**src/rtl/div_pkg.sv**
```systemverilog
// Shared types and constants for the sequential divider.
// Latency: n/a (declarations only).
// Backpressure: n/a.
package div_pkg;

    localparam int DATA_W = 8;
    localparam int ITER_N = 8;
    localparam int CNT_W  = $clog2(ITER_N);

    // Controller states; IDLE must stay at zero so a cleared state register means idle.
    typedef enum logic [3:0] {
        IDLE      = 4'd0,
        WAIT_FALL = 4'd1,
        LOAD_M    = 4'd2,
        SHIFT     = 4'd3,
        SUB       = 4'd4,
        OUT_Q     = 4'd5,
        OUT_R     = 4'd6
    } state_e;

    // One-hot datapath strobes issued by the controller; all-zero means hold.
    typedef struct packed {
        logic ld_dvd;   // capture dividend into Q, clear A/counter/div_zero
        logic ld_dvs;   // capture divisor into M (handles the zero case)
        logic shift;    // shift {A,Q} left by one
        logic sub;      // trial subtract and restore
        logic out_r;    // present remainder on outbus
    } ctrl_t;

endpackage

```
**src/rtl/div_if.sv**
```systemverilog
// Operand/result bundle between requester and divider.
// Latency: n/a (wires only).
// Backpressure: none; requester must wait for ready before pulsing start.
interface div_if;
    import div_pkg::*;

    logic              enable;
    logic              start;
    logic [DATA_W-1:0] inbus;
    logic [DATA_W-1:0] outbus;
    logic              out_valid;
    logic              ready;
    logic              div_zero;

    modport master (
        output enable, start, inbus,
        input  outbus, out_valid, ready, div_zero
    );

    modport slave (
        input  enable, start, inbus,
        output outbus, out_valid, ready, div_zero
    );

endinterface

```
**src/rtl/div_datapath.sv**
```systemverilog
// A/Q/M registers, 9-bit trial subtractor, iteration counter and result register.
// Latency: every strobe takes effect at the next clock edge.
// Backpressure: none; registers hold whenever no strobe is active.
module div_datapath
    import div_pkg::*;
(
    input  logic              clk,
    input  logic              rst,
    input  ctrl_t             ctrl,
    input  logic [DATA_W-1:0] inbus,
    output logic              last_iter,
    output logic              dvs_zero,
    output logic [DATA_W-1:0] outbus,
    output logic              div_zero
);

    logic [DATA_W:0]   a_q, a_d;
    logic [DATA_W-1:0] q_q, q_d;
    logic [DATA_W-1:0] m_q, m_d;
    logic [CNT_W-1:0]  cnt_q, cnt_d;
    logic              dz_q, dz_d;
    logic [DATA_W-1:0] ob_q, ob_d;
    logic [DATA_W:0]   diff;

    assign last_iter = (cnt_q == CNT_W'(ITER_N - 1));
    assign dvs_zero  = (inbus == '0);
    assign outbus    = ob_q;
    assign div_zero  = dz_q;

    // Next-value logic for all datapath registers, selected by the active strobe.
    always_comb begin
        diff  = a_q - {1'b0, m_q};
        a_d   = a_q;
        q_d   = q_q;
        m_d   = m_q;
        cnt_d = cnt_q;
        dz_d  = dz_q;
        ob_d  = ob_q;
        if (ctrl.ld_dvd) begin
            q_d   = inbus;
            a_d   = '0;
            cnt_d = '0;
            dz_d  = 1'b0;
        end else if (ctrl.ld_dvs) begin
            m_d = inbus;
            if (dvs_zero) begin
                // Divide by zero: saturated quotient, dividend passed through as remainder.
                dz_d = 1'b1;
                q_d  = '1;
                a_d  = {1'b0, q_q};
                ob_d = '1;
            end
        end else if (ctrl.shift) begin
            a_d = {a_q[DATA_W-1:0], q_q[DATA_W-1]};
            q_d = {q_q[DATA_W-2:0], 1'b0};
        end else if (ctrl.sub) begin
            // Sign bit clear means A >= M: keep the difference and set the quotient bit.
            if (!diff[DATA_W]) begin
                a_d    = diff;
                q_d[0] = 1'b1;
            end
            // Final quotient goes straight into the result register so it is
            // registered on the same edge the controller enters OUT_Q.
            if (last_iter) begin
                ob_d = q_d;
            end else begin
                cnt_d = cnt_q + 1'b1;
            end
        end else if (ctrl.out_r) begin
            ob_d = a_q[DATA_W-1:0];
        end
    end

    // Datapath registers with asynchronous clear.
    always_ff @(posedge clk or negedge rst) begin
        if (!rst) begin
            a_q   <= '0;
            q_q   <= '0;
            m_q   <= '0;
            cnt_q <= '0;
            dz_q  <= 1'b0;
            ob_q  <= '0;
        end else begin
            a_q   <= a_d;
            q_q   <= q_d;
            m_q   <= m_d;
            cnt_q <= cnt_d;
            dz_q  <= dz_d;
            ob_q  <= ob_d;
        end
    end

endmodule

```
**src/rtl/div_seq.sv**
```systemverilog
// Sequential unsigned 8/8 restoring divider: controller FSM around div_datapath.
// Latency: quotient 17 cycles after dividend capture (1 for divide-by-zero), remainder next cycle.
// Backpressure: none; new requests accepted only while ready, enable low aborts to IDLE.
module div_seq
    import div_pkg::*;
(
    input  logic clk,
    input  logic rst,
    div_if.slave bus
);

    state_e state_q, state_d;
    logic   out_valid_q, out_valid_d;
    ctrl_t  ctrl;
    logic   last_iter;
    logic   dvs_zero;

    div_datapath u_datapath (
        .clk       (clk),
        .rst       (rst),
        .ctrl      (ctrl),
        .inbus     (bus.inbus),
        .last_iter (last_iter),
        .dvs_zero  (dvs_zero),
        .outbus    (bus.outbus),
        .div_zero  (bus.div_zero)
    );

    assign bus.ready     = (state_q == IDLE);
    assign bus.out_valid = out_valid_q;

    // State register and registered result-valid flag.
    always_ff @(posedge clk or negedge rst) begin
        if (!rst) begin
            state_q     <= IDLE;
            out_valid_q <= 1'b0;
        end else begin
            state_q     <= state_d;
            out_valid_q <= out_valid_d;
        end
    end

    // Next-state decode; enable low overrides every other transition.
    always_comb begin
        state_d = state_q;
        if (!bus.enable) begin
            state_d = IDLE;
        end else begin
            case (state_q)
                IDLE:      if (bus.start)  state_d = WAIT_FALL;
                WAIT_FALL: if (!bus.start) state_d = LOAD_M;
                LOAD_M:    state_d = dvs_zero ? OUT_Q : SHIFT;
                SHIFT:     state_d = SUB;
                SUB:       state_d = last_iter ? OUT_Q : SHIFT;
                OUT_Q:     state_d = OUT_R;
                OUT_R:     state_d = IDLE;
                default:   state_d = IDLE;
            endcase
        end
    end

    // Datapath strobes and the next value of out_valid.
    always_comb begin
        ctrl        = '0;
        out_valid_d = (state_d == OUT_Q) || (state_d == OUT_R);
        if (bus.enable) begin
            case (state_q)
                WAIT_FALL: ctrl.ld_dvd = !bus.start;
                LOAD_M:    ctrl.ld_dvs = 1'b1;
                SHIFT:     ctrl.shift  = 1'b1;
                SUB:       ctrl.sub    = 1'b1;
                OUT_Q:     ctrl.out_r  = 1'b1;
                default:   ctrl        = '0;
            endcase
        end
    end

endmodule

```
**src/flat_wrapper.sv**
```systemverilog
// flat-port wrapper written by rule: the top's interface ports become plain ports
module div_seq_flat import div_pkg::*;
  (clk, rst, bus_enable, bus_start, bus_inbus, bus_outbus, bus_out_valid, bus_ready, bus_div_zero);
  div_if bus_i ();
  input  logic clk;
  input  logic rst;
  input wire logic [$bits(bus_i.enable)-1:0] bus_enable;
  input wire logic [$bits(bus_i.start)-1:0] bus_start;
  input wire logic [$bits(bus_i.inbus)-1:0] bus_inbus;
  output wire logic [$bits(bus_i.outbus)-1:0] bus_outbus;
  output wire logic [$bits(bus_i.out_valid)-1:0] bus_out_valid;
  output wire logic [$bits(bus_i.ready)-1:0] bus_ready;
  output wire logic [$bits(bus_i.div_zero)-1:0] bus_div_zero;
  assign bus_i.enable = bus_enable;
  assign bus_i.start = bus_start;
  assign bus_i.inbus = bus_inbus;
  assign bus_outbus = bus_i.outbus;
  assign bus_out_valid = bus_i.out_valid;
  assign bus_ready = bus_i.ready;
  assign bus_div_zero = bus_i.div_zero;
  div_seq u_core (.clk(clk), .rst(rst), .bus(bus_i));
endmodule
```
**config.mk**
```make
export PLATFORM = sky130hd
export DESIGN_NAME = div_seq_flat
export DESIGN_NICKNAME = d
export VERILOG_FILES = /design/src/rtl/div_pkg.sv /design/src/rtl/div_if.sv /design/src/rtl/div_datapath.sv /design/src/rtl/div_seq.sv /design/src/flat_wrapper.sv
export SDC_FILE = /design/constraint.sdc
export NUM_CORES = 1
export LEC_CHECK = 0
export ABC_CLOCK_PERIOD_IN_PS = 3300
export CAP_MARGIN = 20
export CELL_PAD_IN_SITES_DETAIL_PLACEMENT = 0
export CELL_PAD_IN_SITES_GLOBAL_PLACEMENT = 1
export CORE_AREA = 2 2 80 82
export CTS_BUF_LIST = sky130_fd_sc_hd__clkbuf_8
export CTS_CLUSTER_DIAMETER = 100
export DETAILED_ROUTE_END_ITERATION = 8
export DIE_AREA = 0 0 82 84
export PLACE_DENSITY = 0.87
export SLEW_MARGIN = 40
export SYNTH_ARGS = -nofsm -noshare
export SYNTH_HDL_FRONTEND = slang
export SYNTH_HIERARCHICAL = 1
export SYNTH_SLANG_ARGS = --single-unit
```
**constraint.sdc**
```tcl
create_clock -name clk -period 3.3 [get_ports clk]
set_input_delay 0.33 -clock clk [delete_from_list [all_inputs] [get_ports clk]]
set_output_delay 0.33 -clock clk [all_outputs]
set_load 0.005 [all_outputs]
```
Word level (Yosys, flattened, before mapping)

Index checks and enable logic that the tools add are counted.

Bits in registers: 42

Add/subtract/negate cells: 2
Equal/unequal tests: 16
Mux-type cells: 38
Bitwise operators: 1
Reductions and logical operators: 17

Operators by type and width:

| cell                                                                    | number |
|---|---|
| 8-bit two-way mux                                                       | 8 |
| 9-bit two-way mux                                                       | 6 |
| 4-bit case mux with 6 select lines                                      | 1 |
| 3-bit two-way mux                                                       | 7 |
| 4-bit by 3-bit == test with 1-bit output, second input constant         | 4 |
| 4-bit two-way mux                                                       | 3 |
| 1-bit two-way mux                                                       | 11 |
| 9-bit by 8-bit subtractor with 9-bit output                             | 1 |
| 4-bit by 2-bit == test with 1-bit output, second input constant         | 2 |
| 8-bit zero test                                                         | 1 |
| 2-bit by 1-bit inequality test with 1-bit output, second input constant | 4 |
| 2-bit AND reduction                                                     | 4 |
| 7-bit two-way mux                                                       | 1 |
| 3-bit by 2-bit inequality test with 1-bit output, second input constant | 2 |
| 2-bit nonzero test                                                      | 3 |
| 3-bit nonzero test                                                      | 2 |
| 5-bit two-way mux                                                       | 1 |
| 5-bit AND reduction                                                     | 1 |
| 4-bit by 1-bit == test with 1-bit output, second input constant         | 1 |
| 4-bit zero test                                                         | 1 |
| 4-bit by 1-bit inequality test with 1-bit output, second input constant | 1 |
| 4-bit AND reduction                                                     | 1 |
| 4-bit nonzero test                                                      | 1 |
| 3-bit by 1-bit adder with 3-bit output, second input constant           | 1 |
| 6 further kinds                                                         | 6 |

Longest topological paths before layout

Depth after elaboration: 7
Gate-level depth with buffers: 12

Modules after synthesis

The synthesis kept the hierarchy.

By module, submodules not included:

| module       | instances | cells an instance | area each (um^2) |
|---|---|---|---|
| div_datapath | 1         | 235               | 2277.2 |
| div_seq      | 1         | 38                | 330.3 |

Worst setup path after synthesis

No wires, ideal clock.

Path type: register -> register
Start point: register u_core.state_q[3]
End point: register u_core.u_datapath.a_q[0]
Setup time: 125 ps
Data arrival time: 2585 ps
Required time: 3175 ps
Slack: 590 ps
Cell stages (with the launch flop): 10
Path buffers: 1
Path through: dfrtp_1 nand2b_1 clkbuf_1 or2_1 nor4_1 inv_1 nand2_1 o32a_2 o31ai_4 mux2_2

RTL lines:

| item                   | RTL line           | RTL |
|---|---|---|
| start, declared        | div_seq.sv:12      | `state_e state_q, state_d;` |
| start signal, assigned | div_seq.sv:38      | `state_q <= state_d;` |
| end signal, assigned   | div_datapath.sv:77 | `a_q <= '0;` |
| end signal, assigned   | div_datapath.sv:84 | `a_q <= a_d;` |
| end, declared          | div_datapath.sv:17 | `logic [DATA_W:0] a_q, a_d;` |

Worst setup path after layout

Start point: register u_core.u_datapath.a_q[0]
End point: register u_core.u_datapath.a_q[4]

Longest elaborated chain between the ends: 6

Ends and longest elaborated chain:

| item                                          | RTL line           | RTL |
|---|---|---|
| 9-bit by 8-bit subtractor with 9-bit output * | div_datapath.sv:32 | `diff = a_q - {1'b0, m_q};` |
| 9-bit two-way mux                             | div_datapath.sv:58 | `if (!diff[DATA_W]) begin` |
| 9-bit two-way mux                             | div_datapath.sv:56 | `end else if (ctrl.sub) begin` |
| 9-bit two-way mux                             | div_datapath.sv:53 | `end else if (ctrl.shift) begin` |
| 9-bit two-way mux                             | div_datapath.sv:44 | `end else if (ctrl.ld_dvs) begin` |
| 9-bit two-way mux                             | div_datapath.sv:39 | `if (ctrl.ld_dvd) begin` |

Mark *: on every way between the ends. The rest lies on a longest branch, timed or not. The select of a mux whose other input is x is not followed.
A chain may end at the register's enable or synchronous reset.

==> metrics.md <==
| Metric | Value |
|---|---|
| Result of the run | finished, final reports clean |
| Fmax achieved | between 300 and 400 MHz |
| Post-CTS sizing | 0 |
| Worst hold path type | in -> async |
| Required time of the worst setup path | 3.48 ns |
| Post-synth EDFFs | 0 |
| Maximum level of the CTS H-tree | 2 |
| Gp weighted congestion | 0.807 |
| Layout cells sized above 1 | 0.157 |
| Placed Instances | 364 |
| Count of unique library cells instantiated by Yosys | ~60 |
| Worst voltage drop across the vdd grid | between 0.2 and 0.3 mV |
| Total global-route track usage | 0.185 |
| Post-detailed-route via-to-cell ratio | 5.59 |
| Kind of critical path | reg -> reg |
| Final hold violation count | 0 |
| Router iterations before antenna repair | 4 |
| Critical Path End Type | flip-flop |
| Remaining routing DRC violations | 0 |
| Nets in the synthesized netlist | 296 |
| Avg WL per Cell | 15.8 um |
| Sinks on Clock Net | 42 |
| Quantity of hold-fixing buffers added after cts | 0 |
| Startpoint type of the worst setup path | flip-flop |
| Maximum number of pins on one net before global-route repair | 43 |
| Area fraction of the dominant cell type after synthesis | 0.403 |
| Maximum fanout encountered on the critical timing path | 9 |
| Highest cell delay on the worst timing path | 0.48 ns |
| Routed WL | 5850 um |
| Number of buffers added by the clock tree synthesis step | 5 |
| Top cell type by total area after synthesis | dfrtp_1 |
| Most numerous cell types in the synthesized netlist | dfrtp_1, nor2_1, inv_1 |
| Final Cycle Share | 0.832 |
| Clock Skews | 0.00916 ns |
| Final worst-path setup slack | 0.553 ns |
| Mapped Cells | between 200 and 300 |
| Number of antenna violations at the first check in global routing | 0 |
| Number of antenna-violating nets in the routed design | 0 |
| IO Pins | 23 |
| Power density over the cells | 622 nW/um2 |
| Post-synthesis average cell area | 9.55 um2 |
| Clock tree from TritonCTS | done |
| Worst Tran Pin Value | 0.599 ns |
| Vias in the first global route | 2017 |
| Synthesis-to-layout area growth | 14.7% |
| Static power due to leakage | 1.28 nW |
| Die Ht | 84 um |
| RSZ-0062 raised after global routing | no |
| Number of warnings printed during yosys synthesis | 6 |
| Critical path's slowest cell | o31ai_4 |
| Share of the yosys chip area belonging to registers | 0.403 |
| Worst-case setup slack after placement | 0.437 ns |
| WP data arrival | ~2.9 ns |
| Number of flip-flops and latches in the synthesized netlist | 42 |
| Count of port buffers added during placement | 22 |
| # setup viols final | 0 |
| Die extent in x | 82 um |
| Clock buffer depth | 2 |
| Effective utilization at floorplan | 0.428 |
| Post-DP HPWL | 4340 um |
| Total Die Area | 6890 um2 |
| First-pass GRT wire length | 10000 um |
| Final cell count without fillers | 370 |
| Area of the placeable core | 6100 um2 |
| Total count of max-transition violations in the final report | 0 |
| Final critical delay including setup and external delays | 2.75 ns |
| Clock Root Buffer | clkbuf_8 |
| Gr ovfl total | 0 |
| Cell area after synthesis | 2610 um2 |
| Total of max-cap violations | 0 |
| Final design utilization | 0.491 |
| Setup tns final | 0 ns |
| Most common cell in the netlist | dfrtp_1 |
| Tightest hold margin | slightly above 0.007 ns |
| Total vias in the final route | 2068 |
| Area after detailed placement | between 2000 and 3000 um2 |
| Ordered list of cells on the worst path | inv_1, ha_1, fa_1, nand2b_1, a21oi_2, o311a_1, a211oi_2, o31ai_4, mux2_2 |
| Clock latency at the later pin of the worst-skew pair | 0.29 ns |
| Clock-pin slew reported for the worst setup and hold paths after clock tree synthesis | 0.08 ns |
| Worst R2R Setup Slack | roughly 0.55 ns |
| Buffers inserted by post-CTS timing repair | 0 |
| Total non-filler cell area in the finished layout | 2990 um2 |
| Synth Flop Type | dfrtp_1 |
| Power, Total | 1.86 mW |
| Worst max-slew margin expressed relative to the limit | 0.590 |
| Cell row count | 29 |
| Synth async-reset ratio | 1.00 |
| Antenna diode count | 0 |
| Number of nets at the end of the flow | 317 |
| Iteration-0 DRC count of the detailed router | 124 |
| Ranking of synthesized cells by area | dfrtp_1, mux2_2, ha_1, mux2i_1, nor2_1 |
-- where the power goes --
group	internal [mW]	switching, mW
Combinational	0.399	0.417
Clock	0.162	0.169
Sequential	0.607	0.107
Total	1.17	0.694
-- state kept, by name, summed over array words and instances (netlist names) --
name and count:
u_core/u_datapath/cnt_q 3, u_core/u_datapath/m_q 8, u_core/u_datapath/div_zero 1, u_core/bus.out_valid 1, u_core/u_datapath/q_q 8, u_core/u_datapath/a_q 9
u_core/state_q 4, u_core/u_datapath/outbus 8
-- cells in the final DEF, fill, tap and decap left out, types with 2 or more instances in the layout --
cell / n
nand2_2: 2
o211ai_1: 2
nor2_1: 28
nand3_1: 3
nor3b_1: 3
xnor2_1: 2
clkdlybuf4s50_1: 21
o31ai_1: 2
nor3_1: 4
a21o_1: 2
nand2b_1: 6
o21ai_0: 14
nor2b_1: 4
ha_1: 10
a221oi_1: 2
a21oi_1: 14
a22oi_1: 2
o22ai_1: 7
inv_1: 19
nand2_1: 16
mux2i_1: 11
or2_1: 2
o21ai_1: 2
clkbuf_8: 6
a31oi_1: 9
a211oi_1: 3
buf_4: 7
a21oi_4: 2
dfrtp_1: 42
xor2_1: 2
mux2_2: 15
or3_1: 2
-- logic make-up (layout without fill, tap and decap cells) --
kind of cell	after synthesis	count (layout)	synth area share
AO/OA/AOI/OAI	74	74	0.198
AND/OR/NAND/NOR	82	82	0.163
adder cells (fa/ha/maj)	11	11	0.0557
other	1	1	0.00144
buffers and inverters	33	53	0.0585
multiplexers	26	26	0.107
XOR/XNOR	4	4	0.0134
flip-flops	42	42	0.403
-- per-layer routing --
layer	part of all wire	GRT usage	vias up
met3	0.033	0.0238	12
met2	0.47	0.278	46
met5	0	0	-
met1	0.47	0.271	993
li1	-	-	1017
met4	0.022	0.0652	0
-- worst paths after layout --
kind,to,cells after the start,start
setup reg to reg,u_core/u_datapath/a_q[4],9,u_core/u_datapath/a_q[0]
max in group asynchronous,u_core/u_datapath/outbus[2],1,rst
hold / removal,u_core/state_q[1],1,rst
setup / recovery,u_core/u_datapath/a_q[4],9,u_core/u_datapath/a_q[0]
hold reg to reg,u_core/u_datapath/m_q[6],1,u_core/u_datapath/m_q[6]
min in group clk,u_core/u_datapath/m_q[6],1,u_core/u_datapath/m_q[6]
-- area by class of cell --
class / count / area [um2]
fillers: 593 / 3110
multi-input cells: 198 / 1430
flip-flops and latches: 42 / 1050
repair buffers: 28 / 263
well taps: 77 / 96.3
clock buffers: 6 / 82.6
inverters: 19 / 71.3
-- worst max-delay path: cells and delay by family, from the launching register on --
family,cells,cell delay [ns]
AND/OR/NAND/NOR,1,0.19
adder cells (fa/ha/maj),2,0.64
AO/OA/AOI/OAI,4,0.93
multiplexers,1,0.40
flip-flops,1,0.40
buffers and inverters,1,0.07
(Power assumes the default switching activity.)
